File: config.mk
export PLATFORM = sky130hd
export DESIGN_NAME = control_unit_flat
export DESIGN_NICKNAME = d
export VERILOG_FILES = /design/src/rtl/control_unit_if.sv /design/src/rtl/control_unit.sv /design/src/flat_wrapper.sv
export SDC_FILE = /design/constraint.sdc
export NUM_CORES = 1
export LEC_CHECK = 0
export CAP_MARGIN = 20
export CORE_MARGIN = 1.5
export CORE_UTILIZATION = 27
export DETAILED_ROUTE_END_ITERATION = 6
export PLACE_DENSITY = 0.77
export SLEW_MARGIN = 0
export SYNTH_ARGS = -nofsm -noshare
export SYNTH_HDL_FRONTEND = slang
export SYNTH_SLANG_ARGS = --single-unit
File: constraint.sdc
create_clock -name i_clk -period 1.3 [get_ports i_clk]
set_input_delay 0.26 -clock i_clk [delete_from_list [all_inputs] [get_ports i_clk]]
set_output_delay 0.26 -clock i_clk [all_outputs]
set_load 0.01 [all_outputs]
File: src/rtl/control_unit_if.sv
// Bundle of the control unit's instruction input and datapath control strobes.
// The master side is the control unit and the slave side is the datapath.
interface control_unit_if;
    logic [15:0] ir;
    logic        pc_clr;
    logic        pc_up;
    logic        ir_ld;
    logic [7:0]  d_addr;
    logic        d_wr;
    logic        rf_s;
    logic [3:0]  rf_w_addr;
    logic        rf_w_en;
    logic [3:0]  rf_ra_addr;
    logic [3:0]  rf_rb_addr;
    logic [2:0]  alu_s0;
    logic [3:0]  out_state;

    modport master (
        input  ir,
        output pc_clr, pc_up, ir_ld, d_addr, d_wr, rf_s, rf_w_addr, rf_w_en,
               rf_ra_addr, rf_rb_addr, alu_s0, out_state
    );

    modport slave (
        output ir,
        input  pc_clr, pc_up, ir_ld, d_addr, d_wr, rf_s, rf_w_addr, rf_w_en,
               rf_ra_addr, rf_rb_addr, alu_s0, out_state
    );
endinterface

File: src/rtl/control_unit.sv
// Moore-FSM control unit for a small load/store CPU (fetch, decode, execute).
// Optional macro CU_ILLEGAL_TRAP_EN: undefined opcodes trap to Halt instead of executing as Noop.
module control_unit (
    input  logic            i_clk,
    input  logic            i_rst_n,
    control_unit_if.master  io_cu
);
    typedef enum logic [3:0] {
        ST_INIT   = 4'd0,
        ST_FETCH  = 4'd1,
        ST_DECODE = 4'd2,
        ST_NOOP   = 4'd3,
        ST_LOADA  = 4'd4,
        ST_LOADB  = 4'd5,
        ST_STORE  = 4'd6,
        ST_ADD    = 4'd7,
        ST_SUB    = 4'd8,
        ST_HALT   = 4'd9
    } state_e;

    state_e      r_state;
    state_e      w_next_state;
    logic [3:0]  w_opcode;
    logic        w_pc_clr;
    logic        w_pc_up;
    logic        w_ir_ld;
    logic [7:0]  w_d_addr;
    logic        w_d_wr;
    logic        w_rf_s;
    logic [3:0]  w_rf_w_addr;
    logic        w_rf_w_en;
    logic [3:0]  w_rf_ra_addr;
    logic [3:0]  w_rf_rb_addr;
    logic [2:0]  w_alu_s0;

    assign w_opcode = io_cu.ir[15:12];

    // State register with synchronous active-low reset.
    always_ff @(posedge i_clk) begin
        if (!i_rst_n) begin
            r_state <= ST_INIT;
        end else begin
            r_state <= w_next_state;
        end
    end

    // Next-state decode and Moore outputs from the current state and IR fields.
    always_comb begin
        w_next_state = r_state;
        w_pc_clr     = 1'b0;
        w_pc_up      = 1'b0;
        w_ir_ld      = 1'b0;
        w_d_addr     = 8'h00;
        w_d_wr       = 1'b0;
        w_rf_s       = 1'b0;
        w_rf_w_addr  = 4'h0;
        w_rf_w_en    = 1'b0;
        w_rf_ra_addr = 4'h0;
        w_rf_rb_addr = 4'h0;
        w_alu_s0     = 3'b000;
        case (r_state)
            ST_INIT: begin
                w_pc_clr     = 1'b1;
                w_next_state = ST_FETCH;
            end
            ST_FETCH: begin
                w_ir_ld      = 1'b1;
                w_pc_up      = 1'b1;
                w_next_state = ST_DECODE;
            end
            ST_DECODE: begin
                // Memory address goes out a cycle early so the synchronous read lines up.
                if ((w_opcode == 4'b0001) || (w_opcode == 4'b0010)) begin
                    w_d_addr = io_cu.ir[11:4];
                end else begin
                    w_d_addr = 8'h00;
                end
                case (w_opcode)
                    4'b0000: w_next_state = ST_NOOP;
                    4'b0001: w_next_state = ST_STORE;
                    4'b0010: w_next_state = ST_LOADA;
                    4'b0011: w_next_state = ST_ADD;
                    4'b0100: w_next_state = ST_SUB;
                    4'b0101: w_next_state = ST_HALT;
`ifdef CU_ILLEGAL_TRAP_EN
                    default: w_next_state = ST_HALT;
`else
                    default: w_next_state = ST_NOOP;
`endif
                endcase
            end
            ST_NOOP: begin
                w_next_state = ST_FETCH;
            end
            ST_LOADA: begin
                w_d_addr     = io_cu.ir[11:4];
                w_rf_s       = 1'b1;
                w_rf_w_addr  = io_cu.ir[3:0];
                w_next_state = ST_LOADB;
            end
            ST_LOADB: begin
                w_d_addr     = io_cu.ir[11:4];
                w_rf_s       = 1'b1;
                w_rf_w_addr  = io_cu.ir[3:0];
                w_rf_w_en    = 1'b1;
                w_next_state = ST_FETCH;
            end
            ST_STORE: begin
                w_d_addr     = io_cu.ir[11:4];
                w_rf_ra_addr = io_cu.ir[3:0];
                w_d_wr       = 1'b1;
                w_next_state = ST_FETCH;
            end
            ST_ADD: begin
                w_rf_ra_addr = io_cu.ir[11:8];
                w_rf_rb_addr = io_cu.ir[7:4];
                w_rf_w_addr  = io_cu.ir[3:0];
                w_rf_w_en    = 1'b1;
                w_alu_s0     = 3'b001;
                w_next_state = ST_FETCH;
            end
            ST_SUB: begin
                w_rf_ra_addr = io_cu.ir[11:8];
                w_rf_rb_addr = io_cu.ir[7:4];
                w_rf_w_addr  = io_cu.ir[3:0];
                w_rf_w_en    = 1'b1;
                w_alu_s0     = 3'b010;
                w_next_state = ST_FETCH;
            end
            ST_HALT: begin
                w_next_state = ST_HALT;
            end
            default: begin
                w_next_state = ST_INIT;
            end
        endcase
    end

    assign io_cu.pc_clr     = w_pc_clr;
    assign io_cu.pc_up      = w_pc_up;
    assign io_cu.ir_ld      = w_ir_ld;
    assign io_cu.d_addr     = w_d_addr;
    assign io_cu.d_wr       = w_d_wr;
    assign io_cu.rf_s       = w_rf_s;
    assign io_cu.rf_w_addr  = w_rf_w_addr;
    assign io_cu.rf_w_en    = w_rf_w_en;
    assign io_cu.rf_ra_addr = w_rf_ra_addr;
    assign io_cu.rf_rb_addr = w_rf_rb_addr;
    assign io_cu.alu_s0     = w_alu_s0;
    assign io_cu.out_state  = r_state;
endmodule
File: src/flat_wrapper.sv
// flat-port wrapper written by rule: the top's interface ports become plain ports
module control_unit_flat 
  (i_clk, i_rst_n, io_cu_ir, io_cu_pc_clr, io_cu_pc_up, io_cu_ir_ld, io_cu_d_addr, io_cu_d_wr, io_cu_rf_s, io_cu_rf_w_addr, io_cu_rf_w_en, io_cu_rf_ra_addr, io_cu_rf_rb_addr, io_cu_alu_s0, io_cu_out_state);
  control_unit_if io_cu_i ();
  input  logic i_clk;
  input  logic i_rst_n;
  input wire logic [$bits(io_cu_i.ir)-1:0] io_cu_ir;
  output wire logic [$bits(io_cu_i.pc_clr)-1:0] io_cu_pc_clr;
  output wire logic [$bits(io_cu_i.pc_up)-1:0] io_cu_pc_up;
  output wire logic [$bits(io_cu_i.ir_ld)-1:0] io_cu_ir_ld;
  output wire logic [$bits(io_cu_i.d_addr)-1:0] io_cu_d_addr;
  output wire logic [$bits(io_cu_i.d_wr)-1:0] io_cu_d_wr;
  output wire logic [$bits(io_cu_i.rf_s)-1:0] io_cu_rf_s;
  output wire logic [$bits(io_cu_i.rf_w_addr)-1:0] io_cu_rf_w_addr;
  output wire logic [$bits(io_cu_i.rf_w_en)-1:0] io_cu_rf_w_en;
  output wire logic [$bits(io_cu_i.rf_ra_addr)-1:0] io_cu_rf_ra_addr;
  output wire logic [$bits(io_cu_i.rf_rb_addr)-1:0] io_cu_rf_rb_addr;
  output wire logic [$bits(io_cu_i.alu_s0)-1:0] io_cu_alu_s0;
  output wire logic [$bits(io_cu_i.out_state)-1:0] io_cu_out_state;
  assign io_cu_i.ir = io_cu_ir;
  assign io_cu_pc_clr = io_cu_i.pc_clr;
  assign io_cu_pc_up = io_cu_i.pc_up;
  assign io_cu_ir_ld = io_cu_i.ir_ld;
  assign io_cu_d_addr = io_cu_i.d_addr;
  assign io_cu_d_wr = io_cu_i.d_wr;
  assign io_cu_rf_s = io_cu_i.rf_s;
  assign io_cu_rf_w_addr = io_cu_i.rf_w_addr;
  assign io_cu_rf_w_en = io_cu_i.rf_w_en;
  assign io_cu_rf_ra_addr = io_cu_i.rf_ra_addr;
  assign io_cu_rf_rb_addr = io_cu_i.rf_rb_addr;
  assign io_cu_alu_s0 = io_cu_i.alu_s0;
  assign io_cu_out_state = io_cu_i.out_state;
  control_unit u_core (.i_clk(i_clk), .i_rst_n(i_rst_n), .io_cu(io_cu_i));
endmodule
==> qor.json, run 1 <==
{
  "fillerInstances": 173,
  "ff_latch_area_um2": 90.1,
  "detailedRoute.firstIterationViolations": 12,
  "placedCellCount": 163,
  "fin_setup_tns_ns": -11.37,
  "wirelength_met1_um": 835,
  "cts_made_buffers": 3,
  "synth-adder-area-share_pct": 0,
  "postSynthCellCount": 72,
  "postSynth.topFlopCell": "dfxtp_1",
  "final_period_minus_worst_setup_slack_ns": 1.83,
  "worst_voltage_drop_across_the_vdd_grid_v": 0.000339,
  "timing.final.crit_share_pct": 141,
  "fp.dieH_um": 47.8,
  "detailroute.wirelength.met2_mm": 1.36,
  "synth_enable_flop_cells": 0,
  "critPathMaxStageDelay_ns": 0.56,
  "stdcell_area_um2": 1320,
  "leakagePower_nw": 0.628,
  "setup_crit_end_kind": "output port",
  "clkLatencyLatePin_ns": 0.24,
  "dr.pass1.iters": 4,
  "totalPowerFinal_uw": 783,
  "drive_above_1_share_pct": 61.6,
  "critPathSlowestCell": "or4b_4",
  "worstPathRequired_ns": 1.04,
  "placedInstanceArea_um2": 1240,
  "place_hpwl_mm": 1.77,
  "dr_total_vias": 854,
  "finalWorstSetupSlack_ns": -0.528,
  "share_of_the_synthesized_area_in_the_top_cell_type_pct": 14.8,
  "detailed_route_wire_length_per_cell_um": 14.0,
  "synthSimpleGateAreaFrac_pct": 43.4,
  "seq_power_share_pct": 20.8,
  "core_region_area_um2": 1920,
  "syn_area_um2": 542,
  "detail_route.vias_per_cell": 4.94,
  "grt_overflow_total": 0,
  "global_route.usage.total_pct": 22.3,
  "clk_path_buf_depth": 2,
  "die_area_um2": 2280,
  "violations": "setup timing",
  "category_of_the_worst_setup_path_launch_point": "register",
  "htree_levels": 1,
  "synth_warnings": 0,
  "max_cap_violations": 0,
  "postSynthRegisterBits": 4,
  "ant_nets": 0,
  "setup_viol": 30,
  "first_global_vias": 855,
  "synth_xor_xnor_area_share_pct": 3.23,
  "rows": 16,
  "syn_nets": 90,
  "syn-mean-instance-area_um2": 7.52,
  "clock-root-buffer": "clkbuf_4",
  "outcome": "finished, violations left",
  "largest_register_ffs": 4,
  "finalHoldViolations": 0,
  "synth_seq_area_share_pct": 14.8,
  "worstPathMaxFanout": 8,
  "globalplace.congestion": 0.881,
  "synth_top_family_by_area": "simple AND/OR/NAND/NOR gates",
  "rsz0062_at_grt": "true",
  "critPathTopFamily": "simple AND/OR/NAND/NOR gates",
  "maximum_number_of_pins_on_one_net_before_global_route_repair": 9,
  "power_switching_share_pct": 34.1,
  "route.detailed.drc": 0,
  "final_nets": 166,
  "die_width_um": 47.8,
  "power_frac_clock_pct": 20.9,
  "critical_path_buf_inv_count": 1,
  "synth.largest_area_cell": "dfxtp_1",
  "final_non_filler_cell_total": 173,
  "post_synth_main_area_contributors": "dfxtp_1 (15%), nor2b_1 (12%), a22o_1 (6.5%), and2_1 (5.8%), a21boi_0 (5.5%)",
  "routed_wirelength_mm": 2.42,
  "synthToLayoutAreaGrowth_pct": 143,
  "pwr-share-comb_pct": 58.3,
  "cts_tree": "yes",
  "final-max-slew-violation-count": 0,
  "initial_utilization_pct": 28.2,
  "ys_async_sr_fraction_pct": 0,
  "clock_sinks": 4,
  "min-delay-path-class": "in2reg",
  "powerDensity_nw_per_um2": 594,
  "crit_chain": "or4b_4 -> o21ai_4 -> a22o_1 -> buf_2",
  "fin_worst_skew_ns": 0.00201,
  "routed-wl-met3_um": 191,
  "antenna_cells": 0,
  "cts_hold_repair.buffers": 0,
  "int_pwr_uw": 516,
  "grt_first_pass_wirelength_mm": 3.52,
  "pin_count": 51,
  "synth_cell_types": 31,
  "port-buffer-count": 49,
  "net_load_switching_power_uw": 267,
  "criticalPathCategory": "reg2out",
  "grt_antenna_before_repair": 0,
  "clk_pin_slew_worst_setup_hold_paths_ns": 0.04,
  "max_clock_freq_mhz": 547,
  "muxShareOfSynthArea_pct": 0,
  "synth-compound-area-share_pct": 28.2,
  "multi_input_area_um2": 549,
  "top_signal_layer_used": "met4",
  "timing.critical_path.arrival_ns": 1.57
}
-- cell usage after synthesis (all sizes together), types with 2 or more instances --
library cell and count:
nor3b 6, dfxtp 4, o311a 2, and2 5, a22o 4, inv 3
buf 6, nor3 2, nor2b 10, a21boi 4, a21oi 3, nand2 4
nor2 4, o21ai 2
-- final cells by class --
type                    instances  share of cell area, %
clock buffers                   3                   1.71
inverters                       3                  0.854
multi-input cells              59                   41.7
flip-flops and latches          4                   6.83
well taps                      27                   2.56
repair buffers                 77                   46.4
-- stage by stage --
| step | hold slack [ns] | worst slack, ns | utilization (%) |
|---|---|---|---|
| floorplan | 0.391 | -0.231 | - |
| global placement | 0.686 | -0.944 | 64.6 |
| detailed placement | 0.690 | -1.09 | 64.6 |
| CTS | 0.496 | -0.525 | 67.0 |
| global route | 0.520 | -0.577 | 68.6 |
| finish | 0.511 | -0.528 | 68.6 |
-- logic make-up after synthesis --
logic type,after synthesis
and+or+nand+nor,37
DFF,4
buffers and inverters,9
xor gates and xnor gates,2
other,1
AOI/OAI and AO/OA,19
-- metal layers --
metal	track usage, %	vias to the layer above
li1	-	406
met1	21.1	393
met2	46.7	51
met3	5.28	4
met4	4.86	0
met5	0	-
-- layout by cell type (no fill, tap or decap), types with 4 or more instances in the layout --
master / n
buf_2: 22
a22o_1: 4
nor2b_2: 7
a21boi_2: 4
buf_6: 8
clkdlybuf4s50_1: 13
clkdlybuf4s15_1: 4
and2_1: 4
dlygate4sd2_1: 4
buf_4: 23
-- final timing paths --
check / from / end / slack (ns) / cells past startpoint
setup / recovery: u_core.io_cu.out_state[2]$_SDFF_PN0_ / io_cu_rf_ra_addr[1] / -0.53 / 4
hold / removal: io_cu_ir[15] / u_core.io_cu.out_state[1]$_SDFF_PN0_ / 0.51 / 2
setup reg to reg: u_core.io_cu.out_state[0]$_SDFF_PN0_ / u_core.io_cu.out_state[0]$_SDFF_PN0_ / -0.03 / 5
hold reg to reg: u_core.io_cu.out_state[3]$_SDFF_PN0_ / u_core.io_cu.out_state[3]$_SDFF_PN0_ / 0.71 / 3
-- repair_timing --
action                     4_1_cts  5_1_grt
gates resized for setup        140       10
setup buffers                    9        1
pin swaps                       14        9
setup endpoints to repair       34       33
-- power by group through the flow --
stage / logic, mW / clock network, mW / registers [mW]
after global placement: 0.373 / 0 / 0.158
final: 0.457 / 0.164 / 0.163
after CTS: 0.425 / 0.173 / 0.162
after global routing: 0.486 / 0.177 / 0.166
after floorplan: 0.177 / 0 / 0.151
after detailed placement: 0.382 / 0 / 0.160
Note: power is estimated with default switching activity, not from simulation.
==> run 2, diff against run 1 <==
--- a/config.mk
+++ b/config.mk
@@ -9,6 +9,7 @@
 export CORE_MARGIN = 1.5
 export CORE_UTILIZATION = 27
 export DETAILED_ROUTE_END_ITERATION = 6
+export HOLD_SLACK_MARGIN = 0.06
 export PLACE_DENSITY = 0.77
 export SLEW_MARGIN = 0
 export SYNTH_ARGS = -nofsm -noshare
==> results of run 2 <==
Final layout, timing and power as in run 1 (identical DEF).
==> run 3, diff against run 2 <==
--- a/config.mk
+++ b/config.mk
@@ -5,12 +5,12 @@
 export SDC_FILE = /design/constraint.sdc
 export NUM_CORES = 1
 export LEC_CHECK = 0
-export CAP_MARGIN = 20
 export CORE_MARGIN = 1.5
-export CORE_UTILIZATION = 27
+export CORE_UTILIZATION = 32
 export DETAILED_ROUTE_END_ITERATION = 6
 export HOLD_SLACK_MARGIN = 0.06
-export PLACE_DENSITY = 0.77
+export PLACE_DENSITY = 0.85
+export RECOVER_POWER = 50
 export SLEW_MARGIN = 0
 export SYNTH_ARGS = -nofsm -noshare
 export SYNTH_HDL_FRONTEND = slang
==> constraint.sdc (replaced) <==
create_clock -name i_clk -period 2.3 [get_ports i_clk]
set_input_delay 0.46 -clock i_clk [delete_from_list [all_inputs] [get_ports i_clk]]
set_output_delay 0.46 -clock i_clk [all_outputs]
set_load 0.01 [all_outputs]
==> run 3 against run 2 <==
Effect of this change: the flow now finishes without violations; setup slack gained 0.59 ns; utilization increased by 5.6 points; non-clock buffer count decreased by 14; die area decreased by 15%; cell count shrank 14%; sequential power fell by 49%; total power decreased by 53%; via count decreased by 6.1%; clock power shrank 45%; critical endpoint is now io_cu_d_addr[0]; highest routed layer is now met3.
==> qor.json, run 3 (same netlist as run 1, synthesis figures left out) <==
{
  "final-max-slew-violation-count": {"value": 0, "change": "unchanged"},
  "grt_overflow_total": {"value": 0, "change": "unchanged"},
  "first_global_vias": {"value": 751, "change": "was 855"},
  "maximum_number_of_pins_on_one_net_before_global_route_repair": {"value": 12, "change": "was 9"},
  "r2r-start": {"value": "u_core.io_cu.out_state[0]$_SDFF_PN0_", "change": "unchanged"},
  "dr.pass1.iters": {"value": 4, "change": "unchanged"},
  "synthToLayoutAreaGrowth": {"value": 111, "unit": "%", "change": "was 143%"},
  "stdcell_area": {"value": 1140, "unit": "um^2", "change": "was 1320 um^2"},
  "detailedRoute.firstIterationViolations": {"value": 15, "change": "was 12"},
  "fin_worst_skew": {"value": 0.00172, "unit": "ns", "change": "was 0.00201 ns"},
  "final_period_minus_worst_setup_slack_ns": 2.24,
  "global_route.usage.total": {"value": 22.1, "unit": "%", "change": "was 22.3%"},
  "max_cap_violations": {"value": 0, "change": "unchanged"},
  "antenna_cells": {"value": 0, "change": "unchanged"},
  "place_hpwl": {"value": 1.51, "unit": "mm", "change": "was 1.77 mm"},
  "timing.final.crit_share_pct": 97.5,
  "core_region_area": {"value": 1540, "unit": "um^2", "change": "was 1920 um^2"},
  "critPathMaxStageDelay": {"value": 0.46, "unit": "ns", "change": "was 0.56 ns"},
  "powerDensity": {"value": 324, "unit": "nW/um^2", "change": "was 594 nW/um^2"},
  "clk_pin_slew_worst_setup_hold_paths": {"value": 0.04, "unit": "ns", "change": "about the same"},
  "setup.reg_to_reg.worst_slack": {"value": 0.89, "unit": "ns", "change": "was -0.03 ns"},
  "dr_total_vias": {"value": 802, "change": "was 854"},
  "die_width": {"value": 44.1, "unit": "um", "change": "was 47.8 um"},
  "ant_nets": {"value": 0, "change": "unchanged"},
  "grt_antenna_before_repair": {"value": 0, "change": "unchanged"},
  "outcome": {"value": "finished, final reports clean", "change": "was finished, violations left"},
  "globalplace.congestion": {"value": 0.849, "change": "was 0.881"},
  "final_cell_mix": {"value": "clkdlybuf4s50_1 (21), buf_4 (12), dlygate4sd2_1 (11)", "change": "was buf_4 (23), buf_2 (22), clkdlybuf4s50_1 (13)"},
  "clock_sinks": {"value": 4, "change": "unchanged"},
  "initial_utilization": {"value": 35.1, "unit": "%", "change": "was 28.2%"},
  "route.detailed.drc": {"value": 0, "change": "unchanged"},
  "rows": {"value": 14, "change": "was 16"},
  "criticalPathCategory": {"value": "in2out", "change": "was reg2out"},
  "critPathTopFamily": {"value": "buffers and inverters", "change": "was simple AND/OR/NAND/NOR gates"},
  "worstPathMaxFanout": {"value": 8, "change": "unchanged"},
  "category_of_the_worst_setup_path_launch_point": {"value": "input port", "change": "was register"},
  "reg2reg_path_depth": {"value": 5, "change": "unchanged"},
  "hold-path-endpoint": {"value": "u_core.io_cu.out_state[2]$_SDFF_PN0_", "change": "was u_core.io_cu.out_state[1]$_SDFF_PN0_"},
  "final_common_cell": {"value": "clkdlybuf4s50_1", "change": "was buf_4"},
  "die_area": {"value": 1950, "unit": "um^2", "change": "was 2280 um^2"},
  "detail_route.vias_per_cell": {"value": 5.42, "change": "was 4.94"},
  "leakagePower": {"value": 0.542, "unit": "nW", "change": "was 0.628 nW"},
  "routed_wirelength": {"value": 2.12, "unit": "mm", "change": "was 2.42 mm"},
  "largest_register_ffs": {"value": 4, "change": "unchanged"},
  "setup_crit_end_kind": {"value": "output port", "change": "unchanged"},
  "fin_setup_tns": {"value": 0, "unit": "ns", "change": "was -11.37 ns"},
  "rsz0062_at_grt": {"value": "false", "change": "was true"},
  "critPathSlowestCell": {"value": "clkdlybuf4s50_1", "change": "was or4b_4"},
  "final_nets": {"value": 152, "change": "was 166"},
  "min-delay-path-class": {"value": "reg2reg", "change": "was in2reg"},
  "setup_viol": {"value": 0, "change": "was 30"},
  "path_depth": {"value": 5, "change": "was 4"},
  "timing.critical_path.arrival": {"value": 1.78, "unit": "ns", "change": "was 1.57 ns"},
  "hp-start": {"value": "u_core.io_cu.out_state[3]$_SDFF_PN0_", "change": "was io_cu_ir[15]"},
  "port-buffer-count": {"value": 49, "change": "unchanged"},
  "clk_path_buf_depth": {"value": 2, "change": "unchanged"},
  "max_clock_freq_mhz": 446,
  "placedCellCount": {"value": 139, "change": "was 163"},
  "worstPathRequired": {"value": 1.84, "unit": "ns", "change": "was 1.04 ns"},
  "critical_path.reg2reg.endpoint": {"value": "u_core.io_cu.out_state[0]$_SDFF_PN0_", "change": "unchanged"},
  "grt_first_pass_wirelength": {"value": 3.16, "unit": "mm", "change": "was 3.52 mm"},
  "worst_voltage_drop_across_the_vdd_grid": {"value": 0.000191, "unit": "V", "change": "was 0.000339 V"},
  "critical_path_buf_inv_count": {"value": 2, "change": "was 1"},
  "hold_depth": {"value": 3, "change": "was 2"},
  "placedInstanceArea": {"value": 1070, "unit": "um^2", "change": "was 1240 um^2"},
  "crit_chain": {"value": "clkdlybuf4s50_1 -> nor3b_4 -> a32oi_4 -> nor2b_1 -> dlygate4sd2_1", "change": "was or4b_4 -> o21ai_4 -> a22o_1 -> buf_2"},
  "detailed_route_wire_length_per_cell": {"value": 14.3, "unit": "um", "change": "was 14.0 um"},
  "cts_made_buffers": {"value": 3, "change": "unchanged"},
  "htree_levels": {"value": 1, "change": "unchanged"},
  "clkLatencyLatePin": {"value": 0.24, "unit": "ns", "change": "about the same"},
  "pin_count": {"value": 51, "change": "unchanged"},
  "cts_tree": {"value": "yes", "change": "unchanged"},
  "fp.dieH": {"value": 44.1, "unit": "um", "change": "was 47.8 um"},
  "drive_above_1_share": {"value": 21.2, "unit": "%", "change": "was 61.6%"},
  "clock-root-buffer": {"value": "clkbuf_4", "change": "unchanged"},
  "finalHoldViolations": {"value": 0, "change": "unchanged"},
  "final_non_filler_cell_total": {"value": 148, "change": "was 173"}
}
## run 3: cell types whose count changed in the layout (fill, tap and decap cells not counted), moves of 5 or more
cell	before	now
buf_6	8	0
buf_4	23	12
dlygate4sd2_1	4	11
buf_2	22	0
dlygate4sd3_1	0	5
nor2b_2	7	0
clkbuf_1	0	5
nor2b_1	2	9
clkdlybuf4s50_1	13	21
## run 3: worst max-delay path by stage
stage / from / end / slack (ns)
5_1_grt: u_core.io_cu.out_state[1]$_SDFF_PN0_ / io_cu_alu_s0[1] / 0.001
6_report: io_cu_ir[15] / io_cu_d_addr[0] / 0.06
2_1_floorplan: u_core.io_cu.out_state[3]$_SDFF_PN0_ / io_cu_rf_ra_addr[0] / 0.53
3_3_place_gp: io_cu_ir[15] / io_cu_d_addr[0] / -0.34
4_1_cts: u_core.io_cu.out_state[0]$_SDFF_PN0_ / io_cu_rf_w_addr[3] / 0.006
3_5_place_dp: io_cu_ir[15] / io_cu_d_addr[7] / -0.37
## run 3: stage by stage
| stage | total power [mW] | util, % | setup slack (ns) | hold slack, ns |
|---|---|---|---|---|
| 6_report | 0.371 | 74.3 | 0.0569 | 0.673 |
| 4_1_cts | 0.374 | 73.7 | 0.00612 | 0.657 |
| 5_1_grt | 0.399 | 74.3 | 0.000953 | 0.689 |
| 2_1_floorplan | 0.170 | - | 0.534 | 0.591 |
| 3_5_place_dp | 0.271 | 69.5 | -0.373 | 0.691 |
| 3_3_place_gp | 0.265 | 69.5 | -0.337 | 0.678 |
## run 3: final cells by class
type                            instances  area (um^2)
Inverter                                3         11.3
Sequential cell                         4         83.8
Fill cell                             116          397
Multi-Input combinational cell         59          467
Timing Repair Buffer                   63          541
Tap cell                               16         20.0
Clock buffer                            3         22.5
## run 3: worst min-delay path: stages, from the launching register on
cell and delay [ns]:
dfxtp_4 0.39, nor3_4 0.06, o211ai_1 0.09, a21oi_1 0.08
## run 3: routing by layer
metal / up-vias / GRT usage [%] / share of wire, %
li1: 379 / - / -
met1: 376 / 22.3 / 41
met2: 47 / 40.3 / 49
met3: 0 / 11.8 / 11
met4: 0 / 3.64 / 0
met5: - / 0 / 0
## run 3: timing repair
item,in CTS,in global routing
setup endpoints to repair,18,14
resized for setup,26,20
buffers inserted,3,3
pin swaps,3,3
hold buffers,0,0
## run 3: report_power, final
group          total, mW  switching, mW  internal (mW)
combinational      0.198         0.0869          0.111
sequential        0.0824        0.00714         0.0752
clock             0.0907         0.0321         0.0586
total              0.371          0.126          0.245
